`config.mk`:
```
export PLATFORM = sky130hd
export DESIGN_NAME = control_sequencer
export DESIGN_NICKNAME = d
export VERILOG_FILES = /design/src/rtl/control_sequencer.sv
export SDC_FILE = /design/constraint.sdc
export NUM_CORES = 1
export LEC_CHECK = 0
export CAP_MARGIN = 20
export CELL_PAD_IN_SITES_DETAIL_PLACEMENT = 1
export CELL_PAD_IN_SITES_GLOBAL_PLACEMENT = 1
export CORE_MARGIN = 2
export CORE_UTILIZATION = 20
export DETAILED_ROUTE_END_ITERATION = 12
export PLACE_DENSITY_LB_ADDON = 0.15
export SLEW_MARGIN = 10
export SYNTH_ARGS = -nofsm -noshare
export SYNTH_HDL_FRONTEND = slang
export SYNTH_SLANG_ARGS = --single-unit
```
`constraint.sdc`:
```
create_clock -name clock -period 2.9 [get_ports clock]
set_clock_uncertainty 0.2 [all_clocks]
set_input_delay 0.725 -clock clock [delete_from_list [all_inputs] [get_ports clock]]
set_output_delay 0.725 -clock clock [all_outputs]
set_load 0.01 [all_outputs]
```
`src/rtl/control_sequencer.sv`:
```
// Hardwired control sequencer for a single-bus CPU datapath: fetches one
// instruction per start request and steps it through T0..T6 with Moore-decoded strobes.
module control_sequencer (
    input  logic        clock,
    input  logic        clear,
    input  logic        start,
    input  logic [31:0] ir,
    input  logic        mem_rdy,
    output logic        PCout,
    output logic        Zlowout,
    output logic        Zhighout,
    output logic        MDRout,
    output logic        HIout,
    output logic        LOout,
    output logic        Cout,
    output logic        Rout,
    output logic        MARin,
    output logic        PCin,
    output logic        IRin,
    output logic        MDRin,
    output logic        Yin,
    output logic        Zin,
    output logic        HIin,
    output logic        LOin,
    output logic        Rin,
    output logic        Read,
    output logic        IncPC,
    output logic        Gra,
    output logic        Grb,
    output logic        Grc,
    output logic [4:0]  alu_op,
    output logic        busy,
    output logic        done,
    output logic        illegal
);

    typedef enum logic [2:0] {
        IDLE = 3'd0,
        T0   = 3'd1,
        T1   = 3'd2,
        T2   = 3'd3,
        T3   = 3'd4,
        T4   = 3'd5,
        T5   = 3'd6,
        T6   = 3'd7
    } state_t;

    typedef enum logic [2:0] {
        C_R3,
        C_IMM,
        C_MD,
        C_UN,
        C_MFHI,
        C_MFLO,
        C_ILL
    } op_class_t;

    state_t    state, state_nxt;
    op_class_t op_class;
    logic [4:0] opcode;
    logic       t1_wait;
    logic       unused_ir;

    assign opcode = ir[31:27];
    // Register fields are consumed by the datapath, not by the sequencer.
    assign unused_ir = ^ir[26:0];

    always_comb begin
        if (opcode <= 5'd8)
            op_class = C_R3;
        else if (opcode <= 5'd11)
            op_class = C_IMM;
        else if (opcode <= 5'd13)
            op_class = C_MD;
        else if (opcode <= 5'd15)
            op_class = C_UN;
        else if (opcode == 5'd16)
            op_class = C_MFHI;
        else if (opcode == 5'd17)
            op_class = C_MFLO;
        else
            op_class = C_ILL;
    end

    // t1_wait marks the second and later cycles of a stalled memory read so
    // that PC is written back only once.
    always_ff @(posedge clock or negedge clear) begin
        if (!clear) begin
            state   <= IDLE;
            t1_wait <= 1'b0;
        end else begin
            state   <= state_nxt;
            t1_wait <= (state == T1) && (state_nxt == T1);
        end
    end

    always_comb begin
        state_nxt = IDLE;
        PCout     = 1'b0;
        Zlowout   = 1'b0;
        Zhighout  = 1'b0;
        MDRout    = 1'b0;
        HIout     = 1'b0;
        LOout     = 1'b0;
        Cout      = 1'b0;
        Rout      = 1'b0;
        MARin     = 1'b0;
        PCin      = 1'b0;
        IRin      = 1'b0;
        MDRin     = 1'b0;
        Yin       = 1'b0;
        Zin       = 1'b0;
        HIin      = 1'b0;
        LOin      = 1'b0;
        Rin       = 1'b0;
        Read      = 1'b0;
        IncPC     = 1'b0;
        Gra       = 1'b0;
        Grb       = 1'b0;
        Grc       = 1'b0;
        alu_op    = 5'd0;
        done      = 1'b0;
        illegal   = 1'b0;

        case (state)
            IDLE: state_nxt = start ? T0 : IDLE;
            T0: begin
                PCout     = 1'b1;
                MARin     = 1'b1;
                IncPC     = 1'b1;
                Zin       = 1'b1;
                state_nxt = T1;
            end
            T1: begin
                Zlowout   = 1'b1;
                PCin      = !t1_wait;
                Read      = 1'b1;
                MDRin     = 1'b1;
                state_nxt = mem_rdy ? T2 : T1;
            end
            T2: begin
                MDRout    = 1'b1;
                IRin      = 1'b1;
                state_nxt = T3;
            end
            T3: begin
                case (op_class)
                    C_R3, C_IMM: begin
                        Grb = 1'b1; Rout = 1'b1; Yin = 1'b1;
                        state_nxt = T4;
                    end
                    C_MD: begin
                        Gra = 1'b1; Rout = 1'b1; Yin = 1'b1;
                        state_nxt = T4;
                    end
                    C_UN: begin
                        Grb = 1'b1; Rout = 1'b1; Zin = 1'b1; alu_op = opcode;
                        state_nxt = T4;
                    end
                    C_MFHI: begin
                        HIout = 1'b1; Gra = 1'b1; Rin = 1'b1; done = 1'b1;
                    end
                    C_MFLO: begin
                        LOout = 1'b1; Gra = 1'b1; Rin = 1'b1; done = 1'b1;
                    end
                    default: illegal = 1'b1;
                endcase
            end
            T4: begin
                case (op_class)
                    C_R3: begin
                        Grc = 1'b1; Rout = 1'b1; Zin = 1'b1; alu_op = opcode;
                        state_nxt = T5;
                    end
                    C_IMM: begin
                        Cout = 1'b1; Zin = 1'b1; alu_op = opcode;
                        state_nxt = T5;
                    end
                    C_MD: begin
                        Grb = 1'b1; Rout = 1'b1; Zin = 1'b1; alu_op = opcode;
                        state_nxt = T5;
                    end
                    C_UN: begin
                        Zlowout = 1'b1; Gra = 1'b1; Rin = 1'b1; done = 1'b1;
                    end
                    default: state_nxt = IDLE;
                endcase
            end
            T5: begin
                case (op_class)
                    C_R3, C_IMM: begin
                        Zlowout = 1'b1; Gra = 1'b1; Rin = 1'b1; done = 1'b1;
                    end
                    C_MD: begin
                        Zlowout = 1'b1; LOin = 1'b1;
                        state_nxt = T6;
                    end
                    default: state_nxt = IDLE;
                endcase
            end
            T6: begin
                Zhighout = 1'b1;
                HIin     = 1'b1;
                done     = 1'b1;
            end
            default: state_nxt = IDLE;
        endcase
    end

    assign busy = (state != IDLE);

endmodule

```
==> flow_summary.ini <==
[outcome]
status = complete, no violations

[synth]
ys_ff_latch = 4
synth_area_per_cell_um2 = 7.01
ys_types = 39
syn_nets = 132
async_reset_ff_share_pct = 100
synth_common_cells = nor2_1, buf_4, nand2_1, nor3_1, a21oi_1
synth_area_um2 = 673
seq_area_frac_synth_pct = 14.9
ys.flop_type = dfrtp_1
netlist.area_leader.share_pct = 14.9
yosys_warnings = 0
synth_edf_count = 0
syn_inst = 96
yosysTopAreaCell = dfrtp_1
synth.most_common_cell = nor2_1
yosys-top-cells-area = dfrtp_1, buf_4, nor2_1

[clock_network]
cts_buffers = 3
path_clk_slew_ns = 0.04
htree_levels = 1
cts_tree = done
clockBufferDepth = 2
clockRootBuffer = clkbuf_4
hold_buffers = 0
clk_latency_ns = 0.23
clock_sinks = 4

[critical_path]
path_cells = clkdlybuf4s50_1 > a21o_1 > a31oi_1 > dlygate4sd2_1
cpMaxStageDelayCell = clkdlybuf4s50_1
crit_fanout = 4
cp_data_required_time_ns = 1.98
slowest_delay_ns = 0.48
worstSetupPathType = primary input to output port
start_kind = primary input
cp-end-kind = output port
cp.arrival_ns = 1.88

[finish]
insertedDiodeCount = 0
drive_gt1_share_pct = 33.1
fin_nets = 186
finish.utilization_pct = 36.6
area_growth_pct = 78.8
fill_cells = 413

[power]
cellLeakagePower_nw = 0.573
p_seq_share_pct = 16.0
vdd.ir_drop.worst_mv = 0.235
swShare_pct = 46.7
power_mw = 0.832
p_clk_share_pct = 8.2
p_int_mw = 0.443
power_per_cell_area_mw_per_mm2 = 692
switchingPower_mw = 0.389
p_comb_share_pct = 75.8

[routing]
drt-met1-wl_um = 1210
wl_per_cell_um = 13.5
drt-initial-drc-count = 13
ant_nets = 0
dr_wl_met3_um = 68
highest_layer = met3
via_per_inst = 4.47
first_pass_iters = 4
drc_errors = 0
dr_wl_met2_um = 1330
vias = 867
finalWirelength_um = 2610

[floorplanning]
num_io_pins = 66
die_area_mm2 = 0.00385
die_w_um = 62.0
core_area_mm2 = 0.00328
rows = 21
start_util_pct = 20.5
die_h_um = 62.0

[sta]
slew_violations = 0
period_share_pct = 96.6
rsz0062_at_grt = no
layout_min_cycle_time_ns = 2.80
hold_viol = 0
fmax_ghz = 0.357
setup_viol = 0

[placement]
port_buffers = 37
place.gp.congestion = 0.829
place_hpwl_um = 2140

[global_routing]
first_global_vias = 916
grt_antenna_before_repair = 0
grt_pass1_wl_um = 4270
grt_overflow = 0
grt_max_degree = 12
track_usage_pct = 14.6

[job]
cap_violations = 0

[worst_hold_path]
hold_class = primary input to asynchronous set/reset pin
==> metrics by stage <==
step           cells  TNS [ns]  worst slack [ns]  cell area [um2]  hold WS [ns]
6_report         194         0            0.0998             1200         0.486
5_1_grt          194         0           0.00618             1200         0.484
4_1_cts          193         0            0.0247             1190         0.482
3_5_place_dp     188     -9.20            -0.591             1160         0.465
3_3_place_gp     188     -8.88            -0.581             1160         0.462
2_1_floorplan     96         0             0.466              673         0.229
==> cell families (layout without fill, tap and decap cells) <==
logic type | count (synthesis) | after routing | share of synthesized area, %
flops | 4 | 4 | 14.9
simple gates | 46 | 46 | 36.6
compound gates | 22 | 22 | 22.7
other cells | 1 | 1 | 0.557
mux | 1 | 1 | 1.49
xor+xnor | 4 | 4 | 6.32
buf+inv | 18 | 70 | 17.5
==> what timing repair did <==
action                                  in CTS  in global routing
endpoints found under the setup margin      18                 11
buffers inserted                             2                  1
pin swaps                                    1                  1
cloned                                       0                  0
resized for setup                           39                 13
==> area by class of cell <==
type                       count  area (um2)  area share [%]
timing repair buffer          61         515            42.8
multi-input combinational     74         484            40.2
sequential                     4         101            8.42
tap                           46        57.6            4.78
clock buffer                   3        22.5            1.87
inverter                       6        22.5            1.87
==> state kept, by name, indices dropped and copies added, names as in the netlist <==
register,cells
state,3
t1_wait,1
==> power groups by stage <==
stage | Sequential [mW] | Combinational [mW] | Clock, mW
4_1_cts | 0.129 | 0.631 | 0.0733
3_5_place_dp | 0.127 | 0.649 | 0
2_1_floorplan | 0.0953 | 0.389 | 0
3_3_place_gp | 0.128 | 0.643 | 0
6_report | 0.133 | 0.631 | 0.0685
5_1_grt | 0.139 | 0.694 | 0.0763
==> critical path: cells and delay by family <==
| family | cells | cell delay [ns] |
|---|---|---|
| AOI/OAI and AO/OA | 2 | 0.37 |
| buffers and inverters | 2 | 0.77 |
==> cell usage in the layout, fill, tap and decap left out, types with 2 or more instances in the layout <==
cell and n:
buf_4 23, clkdlybuf4s50_1 15, dlygate4sd2_1 14, nor2_1 11, nand2_1 8, a21oi_1 6, nor3_1 6, inv_1 5
nand2b_1 3, nor2_2 3, nor4_1 3, o21ai_1 3, clkbuf_4 3, clkdlybuf4s15_2 3, clkbuf_2 3, dfrtp_1 3
xnor2_1 2, nand3_1 2, o21a_1 2, o31ai_1 2, buf_2 2
==> worst paths after layout <==
kind	cells past startpoint	startpoint	slack, ns	end
max	4	ir[27]	0.1	Rout
min	1	clear	0.49	t1_wait
max reg2reg	5	state[0]	1.40	state[2]
min reg2reg	2	state[1]	0.51	state[2]
max in group asynchronous	1	clear	1.83	state[0]
min in group clock	2	state[1]	0.51	state[2]
==> metal layers <==
metal / vias to the layer above / GRT usage [%]
met5: - / 0
met1: 421 / 19.2
met3: 0 / 2.90
met4: 0 / 0.608
li1: 431 / -
met2: 15 / 26.0
(Power assumes the default switching activity.)
